===== src/rtl/mul8_pkg.sv =====
// Shared definitions for the mul8 product-stream blocks: data width,
// multiplier pipeline latency, a constant-sizing helper and the output
// buffer state type.
package mul8_pkg;

   localparam int MUL8_DW  = 8;
   localparam int MUL8_LAT = 2;

   typedef enum logic {
      OB_EMPTY = 1'b0,
      OB_FULL  = 1'b1
   } ob_state_t;

   // Smallest r with 2**r >= v; used to size counters at elaboration time.
   function automatic int clog2(input int v);
      int r;
      r = 0;
      for (int i = 0; i < 31; i++) begin
         if ((1 << r) < v) r = r + 1;
      end
      return r;
   endfunction

endpackage


===== src/rtl/vld_dly.sv =====
// Valid delay line: DEPTH-stage 1-bit shift register that keeps a valid
// aligned with data leaving the fixed-latency multiplier. DEPTH = 0 is a
// plain wire. any reports whether a valid is still in flight.
module vld_dly #(
   parameter int DEPTH = 2
) (
   input  logic clk,
   input  logic rst_n,
   input  logic clr,
   input  logic d,
   output logic q,
   output logic any
);

   if (DEPTH == 0) begin : g_pass
      assign q   = d;
      assign any = 1'b0;
   end else begin : g_sr
      logic [DEPTH-1:0] sr;

      // shift the valid one stage per cycle; clear flushes everything in flight
      always_ff @(posedge clk or negedge rst_n) begin
         if (!rst_n) begin
            sr <= '0;
         end else if (clr) begin
            sr <= '0;
         end else begin
            sr[0] <= d;
            for (int i = 1; i < DEPTH; i++) begin
               sr[i] <= sr[i-1];
            end
         end
      end

      assign q   = sr[DEPTH-1];
      assign any = |sr;
   end

endmodule


===== src/rtl/mul8_acc.sv =====
// Product-stream accumulator behind mul8_parall. Re-aligns the issue valid
// with the multiplier latency, sums ACC_LEN valid products per group and
// holds each group sum in a single-entry valid/ready buffer (the multiplier
// cannot stall, so a completion that finds the buffer full is dropped and
// flagged sticky on ovf_o).
//
// Optional feature macro ACC_SAT_EN: saturating accumulation with a
// per-group clamp flag reported on sum_sat_o. Undefined: wrap-around sum,
// sum_sat_o tied 0.
//
// Output buffer states:
//   state    | meaning
//   OB_EMPTY | no sum held, sum_vld_o = 0
//   OB_FULL  | sum_o holds an untransferred group sum, sum_vld_o = 1
module mul8_acc
   import mul8_pkg::*;
#(
   parameter int MUL_LAT = MUL8_LAT,
   parameter int ACC_LEN = 8,
   parameter int ACC_W   = 10
) (
   input  logic               clk,
   input  logic               rst_n,
   input  logic               vld_i,
   input  logic               clr_i,
   input  logic [MUL8_DW-1:0] p_i,
   output logic [ACC_W-1:0]   sum_o,
   output logic               sum_vld_o,
   input  logic               sum_rdy_i,
   output logic               ovf_o,
   output logic               sum_sat_o,
   output logic               busy_o
);

   localparam int CNT_W = (clog2(ACC_LEN) < 1) ? 1 : clog2(ACC_LEN);
   localparam logic [CNT_W-1:0] CNT_LAST = CNT_W'(ACC_LEN - 1);

   logic             pv;
   logic             dly_any;
   logic [ACC_W-1:0] acc;
   logic [ACC_W-1:0] acc_nxt;
   logic [ACC_W-1:0] p_ext;
   logic [CNT_W-1:0] cnt;
   logic             done;
   logic             xfer;
   logic             load;
   logic             set_ovf;
   ob_state_t        state;
   ob_state_t        next_state;

   vld_dly #(
      .DEPTH(MUL_LAT)
   ) u_vld_dly (
      .clk   (clk),
      .rst_n (rst_n),
      .clr   (clr_i),
      .d     (vld_i),
      .q     (pv),
      .any   (dly_any)
   );

   assign p_ext = ACC_W'(p_i);
   assign done  = pv && (cnt == CNT_LAST);

`ifdef ACC_SAT_EN
   logic [ACC_W:0] add_wide;
   logic           clamp;
   logic           grp_sat;
   logic           grp_sat_nxt;
   logic           sum_sat_q;

   // saturating add; the group flag restarts on the first product of a group
   always_comb begin
      add_wide    = {1'b0, acc} + {1'b0, p_ext};
      clamp       = add_wide[ACC_W];
      acc_nxt     = clamp ? '1 : add_wide[ACC_W-1:0];
      grp_sat_nxt = ((cnt == '0) ? 1'b0 : grp_sat) | clamp;
   end

   // per-group clamp flag, tracked alongside acc
   always_ff @(posedge clk or negedge rst_n) begin
      if (!rst_n) begin
         grp_sat <= 1'b0;
      end else if (clr_i) begin
         grp_sat <= 1'b0;
      end else if (pv) begin
         grp_sat <= done ? 1'b0 : grp_sat_nxt;
      end
   end

   // saturation flag travels with the buffered sum
   always_ff @(posedge clk or negedge rst_n) begin
      if (!rst_n) begin
         sum_sat_q <= 1'b0;
      end else if (clr_i) begin
         sum_sat_q <= 1'b0;
      end else if (load) begin
         sum_sat_q <= grp_sat_nxt;
      end
   end

   assign sum_sat_o = sum_sat_q;
`else
   // wrap-around add modulo 2**ACC_W
   always_comb begin
      acc_nxt = acc + p_ext;
   end

   assign sum_sat_o = 1'b0;
`endif

   // accumulate valid products; the completing product restarts the group
   // on the same edge so the next product needs no dead cycle
   always_ff @(posedge clk or negedge rst_n) begin
      if (!rst_n) begin
         acc <= '0;
         cnt <= '0;
      end else if (clr_i) begin
         acc <= '0;
         cnt <= '0;
      end else if (pv) begin
         if (done) begin
            acc <= '0;
            cnt <= '0;
         end else begin
            acc <= acc_nxt;
            cnt <= cnt + 1'b1;
         end
      end
   end

   // output buffer state register
   always_ff @(posedge clk or negedge rst_n) begin
      if (!rst_n) begin
         state <= OB_EMPTY;
      end else if (clr_i) begin
         state <= OB_EMPTY;
      end else begin
         state <= next_state;
      end
   end

   // output buffer next state: load on completion when empty or draining,
   // otherwise drop the new sum and raise overflow
   always_comb begin
      next_state = state;
      load       = 1'b0;
      set_ovf    = 1'b0;
      xfer       = (state == OB_FULL) && sum_rdy_i;
      case (state)
         OB_EMPTY: begin
            if (done) begin
               load       = 1'b1;
               next_state = OB_FULL;
            end
         end
         OB_FULL: begin
            if (done) begin
               if (xfer) load = 1'b1;
               else      set_ovf = 1'b1;
            end else if (xfer) begin
               next_state = OB_EMPTY;
            end
         end
         default: next_state = OB_EMPTY;
      endcase
   end

   // buffered sum; left untouched by clear (only the valid is dropped)
   always_ff @(posedge clk or negedge rst_n) begin
      if (!rst_n) begin
         sum_o <= '0;
      end else if (!clr_i && load) begin
         sum_o <= acc_nxt;
      end
   end

   // sticky overflow, released only by clear or reset
   always_ff @(posedge clk or negedge rst_n) begin
      if (!rst_n) begin
         ovf_o <= 1'b0;
      end else if (clr_i) begin
         ovf_o <= 1'b0;
      end else if (set_ovf) begin
         ovf_o <= 1'b1;
      end
   end

   assign sum_vld_o = (state == OB_FULL);
   assign busy_o    = (cnt != '0) || dly_any;

endmodule


===== config.mk =====
export PLATFORM = sky130hd
export DESIGN_NAME = mul8_acc
export DESIGN_NICKNAME = d
export VERILOG_FILES = /design/src/rtl/mul8_pkg.sv /design/src/rtl/vld_dly.sv /design/src/rtl/mul8_acc.sv
export SDC_FILE = /design/constraint.sdc
export NUM_CORES = 1
export LEC_CHECK = 0
export CAP_MARGIN = 10
export CORE_MARGIN = 1.5
export CORE_UTILIZATION = 40
export CTS_CLUSTER_SIZE = 16
export DETAILED_ROUTE_END_ITERATION = 10
export PLACE_DENSITY = 0.74
export SLEW_MARGIN = 25
export SYNTH_ARGS = -nofsm -noshare
export SYNTH_HDL_FRONTEND = slang
export SYNTH_SLANG_ARGS = --single-unit

===== constraint.sdc =====
create_clock -name clk -period 3.59 [get_ports clk]
set_clock_uncertainty 0.2 [all_clocks]
set_input_delay 1.077 -clock clk [delete_from_list [all_inputs] [get_ports clk]]
set_output_delay 1.077 -clock clk [all_outputs]
set_load 0.02 [all_outputs]

# Word-level counts from Yosys, hierarchy flattened

Index checks and enable logic that the tools add are counted.

Output and inout port bits: 14
Flip-flop bits (word level): 27

Mux-type cells: 19
Bitwise logic cells: 1
Add/sub/neg operators: 2
Reductions and logical operators: 9
Equal/unequal tests: 1

Operators with widths:

| cell                  | number |
|---|---|
| $mux W10              | 3 |
| $add A10 B8 Y10       | 1 |
| $mux W1               | 10 |
| $mux W3               | 3 |
| $pmux W1 S2           | 2 |
| $reduce_bool A2 Y1    | 2 |
| $add A3 B1 Y3 const B | 1 |
| $eq A3 B3 Y1 const B  | 1 |
| $logic_and A1 B1 Y1   | 3 |
| $reduce_bool A3 Y1    | 1 |
| $mux W2               | 1 |
| $reduce_or A2 Y1      | 1 |
| $logic_not A1 Y1      | 1 |
| $logic_or A1 B1 Y1    | 1 |
| $not A1 Y1            | 1 |

# Longest topological paths before layout

Gate-level depths: netlist of the first run.

Word-level depth: 6
Depth in mapped cells: 8
Depth with buffers taken out: 7

# Cells and area by module

Synthesis of the first run repeated with hierarchy kept, for this count alone.

Cell total of the unflattened synthesis: 185
Area, all modules: 1751.7 µm²

By module, submodules not included:

| module   | cells an instance | area an instance (µm²) | times used |
|---|---|---|---|
| mul8_acc | 180               | 1679.1                 | 1 |
| vld_dly  | 5                 | 72.6                   | 1 |

# Least setup slack after synthesis of the first run

OpenSTA, ideal clock, no wires.

Path type: input to register
From: input port p_i[1]
To: register sum_o[9]
Library setup time: 0.120 ns
Arrival time: 2.580 ns
Data required time: 3.270 ns
Path slack: 0.691 ns
Stages: 5
Cell sequence: ha_1 -> a211o_1 -> and4_4 -> or4_1 -> a31o_1

Longest elaborated chain between the ends: 1

Ends and longest elaborated chain:

| element              | line            | RTL |
|---|---|---|
| from (decl)          | mul8_acc.sv:26  | `input logic [MUL8_DW-1:0] p_i,` |
| $add A10 B8 Y10      | mul8_acc.sv:106 | `acc_nxt = acc + p_ext;` |
| to (signal assigned) | mul8_acc.sv:174 | `sum_o <= acc_nxt;` |
| to (decl)            | mul8_acc.sv:27  | `output logic [ACC_W-1:0] sum_o,` |

No other way between the ends.
A chain may end at the register's enable or synchronous reset.

# Final worst setup path of the first run

From: register cnt[0]
To: output port busy_o

Longest elaborated chain between the ends: 2

Ends and longest elaborated chain:

| element                | line            | RTL |
|---|---|---|
| from (decl)            | mul8_acc.sv:43  | `logic [CNT_W-1:0] cnt;` |
| from (signal assigned) | mul8_acc.sv:127 | `cnt <= cnt + 1'b1;` |
| $reduce_bool A3 Y1     | mul8_acc.sv:190 | `assign busy_o = (cnt != '0) \|\| dly_any;` |
| $logic_or A1 B1 Y1     | mul8_acc.sv:190 |  |
| to (decl)              | mul8_acc.sv:32  | `output logic busy_o` |

No other way between the ends.

==> results of run 1 <==
-- registers in the layout, indices dropped and copies added (netlist names) --
| name | cells |
|---|---|
| acc | 10 |
| u_vld_dly.g_sr.sr | 2 |
| sum_o | 10 |
| ovf_o | 1 |
| cnt | 3 |
| sum_vld_o | 1 |
-- report_power, final --
part           switching [mW]  total [mW]  internal (mW)
Sequential            0.00660       0.318          0.311
Combinational          0.0582       0.108         0.0494
Clock                  0.0892       0.169         0.0795
-- worst max-delay path: stages (launching register included) --
cell             delay, ps
dfrtp_1                400
inv_1                   90
ha_1                   150
or4b_2                 590
clkdlybuf4s50_1        560
-- worst min-delay path by stage --
| stage | to | slack (ps) | depth (start not counted) |
|---|---|---|---|
| floorplan | u_vld_dly.g_sr.sr[1] | 260 | 1 |
| global placement | sum_o[4] | 260 | 1 |
| detailed placement | sum_o[0] | 270 | 2 |
| CTS | sum_o[1] | 290 | 2 |
| global route | sum_o[2] | 320 | 2 |
| finish | sum_o[1] | 280 | 2 |
-- per-stage QoR --
stage	hold slack [ps]	utilization (%)	power (mW)	cells	instance area, µm²
final	278.9	51.22	0.5938	257	2093
after global routing	319.7	51.22	0.6283	257	2093
after CTS	290.6	51.22	0.6029	257	2093
after detailed placement	268.9	50.12	0.4307	253	2048
after global placement	257.5	50.12	0.4291	253	2048
after floorplan	256.2	-	0.3907	183	1744
-- cell usage in the layout, fill, tap and decap left out, drive strengths merged, types with 6 or more instances in the layout --
cell,Yosys,layout
ha,11,11
nor2,11,11
inv,6,6
a21oi,6,6
dfrtp,27,27
clkdlybuf4s50,0,25
nand2,18,18
nor2b,6,6
nand2b,7,7
buf,3,6
o211ai,6,6
nor3,6,6
-- area by class of cell --
cell class	count	area (µm²)
Fill cell	397	1993
Tap cell	50	62.56
Inverter	6	22.52
Sequential cell	27	675.6
Multi-Input combinational cell	139	992.2
Clock buffer	4	45.04
Timing Repair Buffer	31	295.3
-- cells by family after synthesis --
logic type / after synthesis / share of synthesized area (%)
DFF: 27 / 38.74
muxes: 3 / 1.793
buffers and inverters: 17 / 4.376
AOI/OAI and AO/OA: 49 / 21.38
xor gates and xnor gates: 1 / 0.5022
other: 1 / 0.2150
adders and majority gates: 12 / 9.039
and+or+nand+nor: 73 / 23.96
-- layer usage --
metal	up-vias	part of all wire (%)
met4	0	1.0
li1	721	-
met2	35	46
met1	700	48
met3	6	4.4
met5	-	0
==> flow_metrics.env, run 1 <==
export IMPL_clockBufferDepth=2
export IMPL_fp_row_count=23
export IMPL_p_per_area_nw_per_um2=283.7
export IMPL_required_ps=2310
export IMPL_tightest_slew_ps=584.5
export IMPL_slew_headroom_pct=61.04
export IMPL_cts_hold_buf=0
export IMPL_endpoint_kind="output port"
export IMPL_fin_setup_tns_ps=0
export IMPL_synth_avg_cell_area_um2=9.531
export IMPL_grt_pass1_wl_um=6672
export IMPL_globalRoute_busiestLayer="met2"
export IMPL_start_kind="flop"
export IMPL_reg2reg_slack_ps=1180
export IMPL_synth_distinct_cells=58
export IMPL_clk_latency_ps=270
export IMPL_dp_final_hpwl_um=2771
export IMPL_r2r_end="sum_o[7]"
export IMPL_synth_area_leaders="dfrtp_1 (39%), ha_1 (7.9%), nand2_1 (3.9%), o211ai_1 (2.6%), nand2b_1 (2.5%)"
export IMPL_die_h_um=69.04
export IMPL_clkSlewWorstSetupHoldPaths_ps=90
export IMPL_worst_path_max_fanout=2
export IMPL_gr_total_overflow=0
export IMPL_first_iter_violations=122
export IMPL_critPathLaunch="cnt[0]"
export IMPL_finalMaxSlewViolations=0
export IMPL_reg2regPathDepth=6
export IMPL_post_cts_resized=0
export IMPL_die_width_um=69.04
export IMPL_setup_violations=0
export IMPL_ir_worst_vdd_uv=251.8
export IMPL_fmax_mhz=300.5
export IMPL_ys_ff_latch=27
export IMPL_synth_edf_count=0
export IMPL_hp_class="reg -> reg"
export IMPL_antenna_found_initial=0
export IMPL_netlist_top_cells_count="dfrtp_1 (27), nand2_1 (18), ha_1 (11), nor2_1 (11), clkbuf_1 (8)"
export IMPL_yosys_area_top_type="dfrtp_1"
export IMPL_rr_startpoint="cnt[1]"
export IMPL_rsz0062_at_grt="false"
export IMPL_post_synth_top_count_cell="dfrtp_1"
export IMPL_synthesis_nets=208
export IMPL_post_cts_setup_buffers=0
export IMPL_netlist_instances=183
export IMPL_start_util_pct=42.68
export IMPL_coreArea_um2=4086
export IMPL_n_antenna_cell=0
export IMPL_globalRouteMet3Util_pct=3.947
export IMPL_maxCapViolCount=0
export IMPL_drtPass1Iterations=4
export IMPL_ys_warn_count=0
export IMPL_hold_violations=0
export IMPL_period_needed_ps=3327
export IMPL_via_count=1462
export IMPL_port_buffers=25
export IMPL_crit_type="reg -> out"
export IMPL_cts_tree="built"
export IMPL_wl_um=3813
export IMPL_grt_max_degree=28
export IMPL_ys_async_sr_fraction_pct=100.0
export IMPL_use_met1_pct=23.38
export IMPL_hp_start="sum_o[1]"
export IMPL_cp_arrival_ps=2050
export IMPL_synth_flop_cell="dfrtp_1"
export IMPL_outcome="complete, no violations"
export IMPL_netlist_area_um2=1744
export IMPL_ys_seq_area_share_pct=38.74
export IMPL_die_area_um2=4766
export IMPL_leakage_nw=0.9599
export IMPL_fin_crit_sh_pct=92.68
export IMPL_wire_per_inst_um=14.84
export IMPL_ant_nets=0
export IMPL_fin_nets=233
export IMPL_cts_buffers=3
export IMPL_cts_sinks=27
export IMPL_yosysTopAreaCellShare_pct=38.74
export IMPL_cts_root_buf="clkbuf_8"
export IMPL_grt_pass1_vias=1428
export IMPL_drive_gt1_share_pct=10.63
export IMPL_io_pins=27
export IMPL_htree_levels=1
export IMPL_drcViolationCount=0
export IMPL_use_met2_pct=27.46
export IMPL_crit_path_end="busy_o"
export IMPL_detailedPlace_worstSlack_ps=150.2
export IMPL_grtUsageTotal_pct=16.97
export IMPL_worst_slack_ps=262.7
export IMPL_area_delta_synth_final_pct=20.01
export IMPL_place_gp_congestion=0.9274
export IMPL_viasPerCell=5.689
(Power assumes the default switching activity.)
==> run 2, diff against run 1 <==
--- a/config.mk
+++ b/config.mk
@@ -11,6 +11,7 @@
 export CTS_CLUSTER_SIZE = 16
 export DETAILED_ROUTE_END_ITERATION = 10
 export PLACE_DENSITY = 0.74
+export SETUP_SLACK_MARGIN = 0.02
 export SLEW_MARGIN = 25
 export SYNTH_ARGS = -nofsm -noshare
 export SYNTH_HDL_FRONTEND = slang
==> results of run 2 <==
Same layout as run 1: the final DEF is identical, and so are final timing and power.
